[config.mk]
export PLATFORM = sky130hd
export DESIGN_NAME = pc_unit
export DESIGN_NICKNAME = d
export VERILOG_FILES = /design/src/rtl/pc_unit_pkg.sv /design/src/rtl/pc_unit_ras_stack.sv /design/src/rtl/pc_unit.sv
export SDC_FILE = /design/constraint.sdc
export NUM_CORES = 1
export LEC_CHECK = 0
export ABC_AREA = 1
export ABC_CLOCK_PERIOD_IN_PS = 3650
export CORE_ASPECT_RATIO = 1.1
export CORE_MARGIN = 1
export CORE_UTILIZATION = 35
export DETAILED_ROUTE_END_ITERATION = 8
export MAX_ROUTING_LAYER = met4
export PLACE_DENSITY_LB_ADDON = 0.25
export REMOVE_ABC_BUFFERS = 1
export SLEW_MARGIN = 10
export SYNTH_ARGS = -nofsm -noshare
export SYNTH_HDL_FRONTEND = slang
export SYNTH_SLANG_ARGS = --single-unit
[constraint.sdc]
create_clock -name clk -period 3.65 [get_ports clk]
set_input_delay 0.5475 -clock clk [delete_from_list [all_inputs] [get_ports clk]]
set_output_delay 0.5475 -clock clk [all_outputs]
set_load 0.02 [all_outputs]
[src/rtl/pc_unit_pkg.sv]
// Shared types and constants for the registered next-PC unit.
// Covers the next-PC source select, default vectors and the branch-offset helper.
package pc_pkg;

  typedef enum logic [2:0] {
    PC_SEQ,
    PC_BR,
    PC_J,
    PC_JAL,
    PC_JR,
    PC_EXC,
    PC_ERET
  } pc_sel_e;

  localparam logic [31:0] DEF_RESET_PC   = 32'h0000_3000;
  localparam logic [31:0] DEF_EXC_VECTOR = 32'h0000_4180;

  // Word offset to byte offset, sign-extended to the widest legal address.
  function automatic logic [63:0] sext_shift(input logic [15:0] imm);
    return {{46{imm[15]}}, imm, 2'b00};
  endfunction

endpackage

[src/rtl/pc_unit_ras_stack.sv]
// Circular return-address stack: push overwrites the oldest entry when full,
// pop on empty is ignored. The pointer addresses the next free slot.
module ras_stack #(
  parameter int DEPTH = 4,
  parameter int W     = 32
) (
  input  logic                     clk,
  input  logic                     rst,
  input  logic                     push,
  input  logic                     pop,
  input  logic [W-1:0]             din,
  output logic [W-1:0]             top,
  output logic [$clog2(DEPTH):0]   count,
  output logic                     empty
);

  localparam int PW = $clog2(DEPTH);
  localparam int CW = PW + 1;

  logic [W-1:0]  mem [DEPTH];
  logic [PW-1:0] ptr;

  assign empty = (count == '0);
  assign top   = mem[ptr - PW'(1)];

  always_ff @(posedge clk) begin
    if (rst) begin
      ptr   <= '0;
      count <= '0;
    end else if (push) begin
      ptr <= ptr + PW'(1);
      if (count != CW'(DEPTH)) count <= count + CW'(1);
    end else if (pop && !empty) begin
      ptr   <= ptr - PW'(1);
      count <= count - CW'(1);
    end
  end

  // Contents carry no reset; only the pointer and count define validity.
  always_ff @(posedge clk) begin
    if (push) mem[ptr] <= din;
  end

endmodule

[src/rtl/pc_unit.sv]
// Registered program counter with branch/jump/jal/jr/exception/eret sequencing,
// an exception PC and a return-address stack that flags jr mispredictions.
module pc_unit
  import pc_pkg::*;
#(
  parameter int          ADDR_W     = 32,
  parameter logic [31:0] RESET_PC   = DEF_RESET_PC,
  parameter logic [31:0] EXC_VECTOR = DEF_EXC_VECTOR,
  parameter int          RAS_DEPTH  = 4
) (
  input  logic                         clk,
  input  logic                         rst,
  input  logic                         stall,
  input  logic                         branch,
  input  logic                         bne,
  input  logic                         zero,
  input  logic                         jump,
  input  logic                         jal,
  input  logic                         jr,
  input  logic [ADDR_W-1:0]            jr_target,
  input  logic                         exc,
  input  logic                         eret,
  input  logic [15:0]                  imm16,
  input  logic [25:0]                  imm26,
  output logic [ADDR_W-1:0]            iaddr,
  output logic [ADDR_W-1:0]            pc4,
  output logic [ADDR_W-1:0]            epc,
  output logic [$clog2(RAS_DEPTH):0]   ras_count,
  output logic                         ras_miss
);

  pc_sel_e           sel;
  logic [ADDR_W-1:0] next_pc, br_target, j_target, ras_top;
  logic              taken, push, pop, ras_empty;

  assign pc4       = iaddr + ADDR_W'(4);
  assign br_target = pc4 + ADDR_W'(sext_shift(imm16));
  assign j_target  = {pc4[ADDR_W-1:28], imm26, 2'b00};
  assign taken     = branch & (bne ? ~zero : zero);

  always_comb begin
    sel = PC_SEQ;
    if (exc)        sel = PC_EXC;
    else if (eret)  sel = PC_ERET;
    else if (jr)    sel = PC_JR;
    else if (jal)   sel = PC_JAL;
    else if (jump)  sel = PC_J;
    else if (taken) sel = PC_BR;
  end

  always_comb begin
    next_pc = pc4;
    case (sel)
      PC_EXC:        next_pc = ADDR_W'(EXC_VECTOR);
      PC_ERET:       next_pc = epc;
      PC_JR:         next_pc = jr_target;
      PC_JAL, PC_J:  next_pc = j_target;
      PC_BR:         next_pc = br_target;
      default:       next_pc = pc4;
    endcase
  end

  // Stall freezes the stack; exc already wins the select so never pushes/pops.
  assign push = (sel == PC_JAL) & ~stall & ~rst;
  assign pop  = (sel == PC_JR)  & ~stall & ~rst;

  ras_stack #(.DEPTH(RAS_DEPTH), .W(ADDR_W)) u_ras (
    .clk   (clk),
    .rst   (rst),
    .push  (push),
    .pop   (pop),
    .din   (pc4),
    .top   (ras_top),
    .count (ras_count),
    .empty (ras_empty)
  );

  always_ff @(posedge clk) begin
    if (rst) begin
      iaddr    <= ADDR_W'(RESET_PC);
      epc      <= '0;
      ras_miss <= 1'b0;
    end else if (exc) begin
      iaddr    <= next_pc;
      epc      <= iaddr;
      ras_miss <= 1'b0;
    end else if (stall) begin
      ras_miss <= 1'b0;
    end else begin
      iaddr    <= next_pc;
      ras_miss <= pop & (ras_empty | (ras_top != jr_target));
    end
  end

endmodule

==> metrics.yaml <==
status: "finished clean"
period_minus_slack_ns: 3.42
worstSetupStartpointType: "register"
clk_latency_ns: 0.45
clk_path_buf_depth: 2
syn-cell-area_um2: 11900
vias: 11500
clockRootBuffer: "clkbuf_16"
hold_class: "reg2reg"
dpl_cell_area_um2: 14500
dp.cells: 2163
cts.clk_slew.worst_paths_ns: 0.07
gp_congestion: 1.00
detailed_place_hpwl_um: 35100
power_density_nw_per_um2: 369
nets: 1878
ir_drop_mv: 0.287
num_rows: 70
ioPinCount: 185
io_buffers: 184
ys_seq_elements: 198
cts_tree: "done"
detail_route.wl_per_cell_um: 20.8
cts_max_level: 4
initial_core_util_pct: 35.7
ant_nets: 0
syn_avg_cell_area_um2: 7.67
fp.dieArea_um2: 34800
synth_cell_types: 57
critPathRequiredTime_ns: 3.10
pre_cts_slack_ns: -0.0838
period_share_pct: 93.7
finalSetupTns_ns: 0
grt_usage_pct: 27.3
power_mw: 5.56
max_slew_margin_pct: 46.9
final_cell_area_um2: 15100
holdWs_ns: 0.472
n_fill_cell: 3288
antenna_found_initial: 1
setup_slack_ns: 0.230
synth_edf_count: 128
fin_cells: 2196
drive_gt1_share_pct: 8.68
yosys_warnings: 0
clkSinkCount: 198
crit_path_max_fanout: 6
fmax_ghz: 0.292
drc: 0
worst_setup_path_end_kind: "primary output"
tightest_slew_ns: 0.796
setup.worst_path.class: "reg2out"
netlist_instances: 1553
ys_seq_area_share_pct: 44.0
vias_per_cell: 5.23
cts_buffers: 17
layout_commonest_cell: "nand2_1"
overflow: 0
hold_violations: 0
fin_util_pct: 45.2
setup_viol: 0
grt_first_pass_wirelength_um: 67500
chipWidth_um: 178
synthFlopType: "edfxtp_1"
synthArstFlopShare_pct: 0
grt_pass1_vias: 11100
die_h_um: 196
finalClockSkew_ns: 0.0113
grt_start_max_net_pins: 69
leakage_nw: 6.37
drv.max_cap_violation_count: 0
cp_data_arrival_time_ns: 2.87
ctsHoldBuffers: 0
rsz0062_at_grt: "no"
syn_to_final_growth_pct: 26.5
final_max_slew_viol_count: 0
first_pass_iters: 5
drt_wl_total_um: 45600
core_area_um2: 33400
layout_common_cells: "nand2_1 (474), clkdlybuf4s50_1 (183), inv_1 (161), nand3_1 (131), edfxtp_1 (128)"
drt_iter0_markers: 1096
==> worst max-delay path, cell delays in order, from the launching register on <==
cell,delay (ns)
dfxtp_2,0.38
ha_1,0.18
nand2_1,0.07
inv_2,0.10
nand2_4,0.08
nor2_8,0.10
nand3_4,0.14
nor2_4,0.16
xor2_1,0.32
buf_4,0.24
clkdlybuf4s50_1,0.63
==> final timing paths <==
| check | from | endpoint | slack (ns) | cells after the start |
|---|---|---|---|---|
| worst max-delay path | iaddr[3]$_SDFFE_PP0P_ | pc4[20] | 0.23 | 10 |
| worst min-delay path | epc[27]$_SDFFE_PP0P_ | epc[27]$_SDFFE_PP0P_ | 0.47 | 2 |
| worst max register to register | iaddr[14]$_SDFFE_PP0P_ | iaddr[29]$_SDFFE_PP0P_ | 0.29 | 19 |
| worst min register to register | epc[27]$_SDFFE_PP0P_ | epc[27]$_SDFFE_PP0P_ | 0.47 | 2 |
==> report_power, final <==
part	internal [mW]	leakage, nW	switching (mW)
logic	0.501	4.39	0.827
registers	2.44	1.73	0.0711
clock network	0.866	0.251	0.851
total	3.81	6.37	1.75
==> routing by layer <==
layer  vias to the layer above  global-route usage, %  routed length (µm)
li1                       5547                      -                   -
met4                         0                   11.5                1710
met1                      5425                   34.7               19300
met2                       430                   43.7               21600
met5                         -                      -                   0
met3                        80                   3.43                3060
==> registers in the layout, summed over array words and instances, names as in the netlist <==
signal	flops
u_ras.ptr	2
epc	32
ras_miss	1
u_ras.count	3
u_ras.mem	128
iaddr	32
==> cell type report <==
type	count	area (µm²)	share of cell area, %
multi-input cells	1125	5840	38.7
flip-flops and latches	198	5250	34.9
repair buffers	233	2260	15.0
inverters	175	658	4.37
well taps	432	541	3.59
clock buffers	19	433	2.87
clock inverters	13	83.8	0.556
diodes	1	2.50	0.0166
==> kinds of logic after synthesis <==
| group | after synthesis | share of synthesized area, % |
|---|---|---|
| simple gates | 800 | 28.9 |
| flops | 198 | 44.0 |
| fa+ha+maj | 43 | 4.64 |
| compound gates | 244 | 11.8 |
| buf+inv | 230 | 7.79 |
| xor+xnor | 38 | 2.86 |
==> synthesized netlist by cell type, drive strengths merged, types with 16 or more instances <==
| master | n | area [µm²] |
|---|---|---|
| nor2 | 132 | 582 |
| a221oi | 16 | 140 |
| nand3 | 134 | 693 |
| xor2 | 28 | 245 |
| inv | 172 | 646 |
| nand2 | 482 | 1830 |
| ha | 41 | 513 |
| o21ai | 92 | 460 |
| clkbuf | 26 | 97.6 |
| nand4 | 19 | 125 |
| buf | 29 | 173 |
| edfxtp | 128 | 3840 |
| dfxtp | 70 | 1400 |
| a21oi | 91 | 467 |
==> timing repair <==
action | in CTS | in global routing
hold endpoints to repair | 0 | 0
pin swaps | 0 | 1
gates resized for setup | 2 | 24
setup endpoints to repair | 3 | 13
setup buffers | 0 | 0
(Power assumes the default switching activity.)
==> edit (same settings) <==
The parameter `RAS_DEPTH` goes from 4 to 8.
--- a/src/rtl/pc_unit.sv
+++ b/src/rtl/pc_unit.sv
@@ -7,5 +7,5 @@
   parameter logic [31:0] RESET_PC   = DEF_RESET_PC,
   parameter logic [31:0] EXC_VECTOR = DEF_EXC_VECTOR,
-  parameter int          RAS_DEPTH  = 4
+  parameter int          RAS_DEPTH  = 8
 ) (
   input  logic                         clk,
Interface: changed (resized ras_count); port bits go from 185 to 186. No check against the original RTL was run, so the function may have changed too.
==> edit against the original RTL <==
Power increased by 67%; final cell count increased by 33%; sequential cell count increased by 130; routed wire length increased by 39%; synthesized area increased by 44%; largest cell class is now registers; highest routed layer unchanged; setup slack got worse by 0.14 ns; design area increased by 44%.
==> edit: results <==
metrics = {
    "run_status": {
        "status": "completed",
    },
    "setup_path": {
        "cp_max_fo": 9,
        "cpPeakStageDelay_ns": 0.64,
        "r2r_setup_slack_ns": 0.19,
        "cp.arrival_ns": 3.02,
    },
    "routing": {
        "drtIter0Drc": 1128,
        "via_per_inst": 5.15,
        "firstDrtPassIters": 6,
        "wl_per_cell_um": 21.6,
    },
    "global_route": {
        "grt_max_degree": 134,
        "track_usage_pct": 26.4,
        "antenna_found_initial": 0,
        "grt_pass1_vias": 14600,
        "grt_pass1_wl_mm": 92.8,
    },
    "synthesis": {
        "synth_async_sr_flop_share_pct": 0,
        "synth.distinct_cells": 47,
        "synth_compound_area_share_pct": 13.2,
        "synth_fa_ha_area_share_pct": 3.30,
        "synthTopCellsByArea": "edfxtp_1 45%, nand2_1 9.1%, dfxtp_1 8.4%",
        "synth_common_cells": "417 x nand2_1, 351 x nor2_1, 256 x edfxtp_1",
        "synth_edf_count": 256,
        "synth_top_area_share_pct": 44.9,
        "synth.yosys.seq_area_share_pct": 53.3,
        "synth_xor_area_share_pct": 1.58,
    },
    "power": {
        "vdd_ir_drop_max_uv": 247,
        "p_leak_nw": 8.84,
    },
    "placement": {
        "port_buffers": 185,
        "dpl-instance-area_um2": 20300,
        "dpl.hpwl_mm": 44.7,
        "place.gp.congestion": 0.975,
    },
    "cells_and_area": {
        "drive_above_1_share_pct": 10.0,
        "finalNetCount": 2387,
        "reg_top3": "u_ras.mem x256, epc x32, iaddr x32",
        "antenna_cells": 0,
    },
    "timing": {
        "finalClockSkew_ns": 0.0261,
        "slew-limit-headroom_pct": 52.8,
    },
    "clock_tree": {
        "cts-buffers-inserted": 37,
        "worstSkewPairLatency_ns": 0.57,
        "ctsLongestPathBuffers": 3,
    },
}
-- edit: cell count changes in the layout (fill, tap and decap cells not counted), sizes merged, moves of 26 or more --
cell    change
nand3      -33
clkbuf     +26
nand2      -61
nor2      +227
o21ai     +161
edfxtp    +128
buf        +56
-- edit: path summary, 6_finish.rpt --
kind / cells after the start / end / startpoint
worst max-delay path: 10 / pc4[31] / iaddr[23]
worst min-delay path: 2 / epc[27] / epc[27]
worst max register to register: 22 / iaddr[26] / iaddr[3]
worst min register to register: 2 / epc[27] / epc[27]
-- edit: layer usage --
metal	global-route usage (%)	wire, um	vias to the layer above
li1	-	-	7298
met1	32.6	26300	7198
met2	44.4	31200	466
met3	2.75	3320	120
met4	10.0	2470	0
met5	-	0	-
-- edit: logic make-up (layout without fill, tap and decap cells) --
| group | after synthesis | count (layout) |
|---|---|---|
| compound gates | 419 | 419 |
| xor+xnor | 30 | 30 |
| fa+ha+maj | 44 | 44 |
| buf+inv | 263 | 533 |
| flops | 328 | 328 |
| simple gates | 932 | 932 |
-- edit: timing repair --
action | in CTS | in global routing
resized for setup | 16 | 25
hold buffers | 0 | 0
pin swaps | 1 | 2
setup buffers | 3 | 3
endpoints found under the hold margin | 0 | 0
gates cloned | 0 | 0
setup endpoints to repair | 13 | 20
-- edit: stage by stage --
step	hold slack [ns]	setup slack, ns	cells
detailed placement	0.467	0.00845	2858
finish	0.480	0.0864	2931
CTS	0.468	-0.00194	2928
global route	0.477	0.00466	2931
global placement	0.465	-0.0735	2858
floorplan	0.531	-3.34	1930
-- edit: where the power goes --
part | leakage, nW | switching, mW | internal [mW]
combinational | 5.31 | 0.817 | 0.493
clock | 0.596 | 1.58 | 2.24
sequential | 2.93 | 0.0651 | 4.09
total | 8.84 | 2.46 | 6.82
-- edit: final cells by class --
cell class | instances | area, um2
fillers | 4690 | 26400
flip-flops and latches | 328 | 9140
multi-input cells | 1425 | 7100
repair buffers | 289 | 2740
clock buffers | 45 | 997
well taps | 645 | 807
inverters | 177 | 664
clock inverters | 22 | 230
-- edit: worst register-to-register path: cells and delay by family, from the launching register on --
kind | cells | cell delay, ns
XOR/XNOR | 1 | 0.28
adder cells (fa/ha/maj) | 1 | 0.31
flip-flops | 1 | 0.35
AO/OA/AOI/OAI | 1 | 0.06
AND/OR/NAND/NOR | 14 | 1.66
buffers and inverters | 5 | 0.64
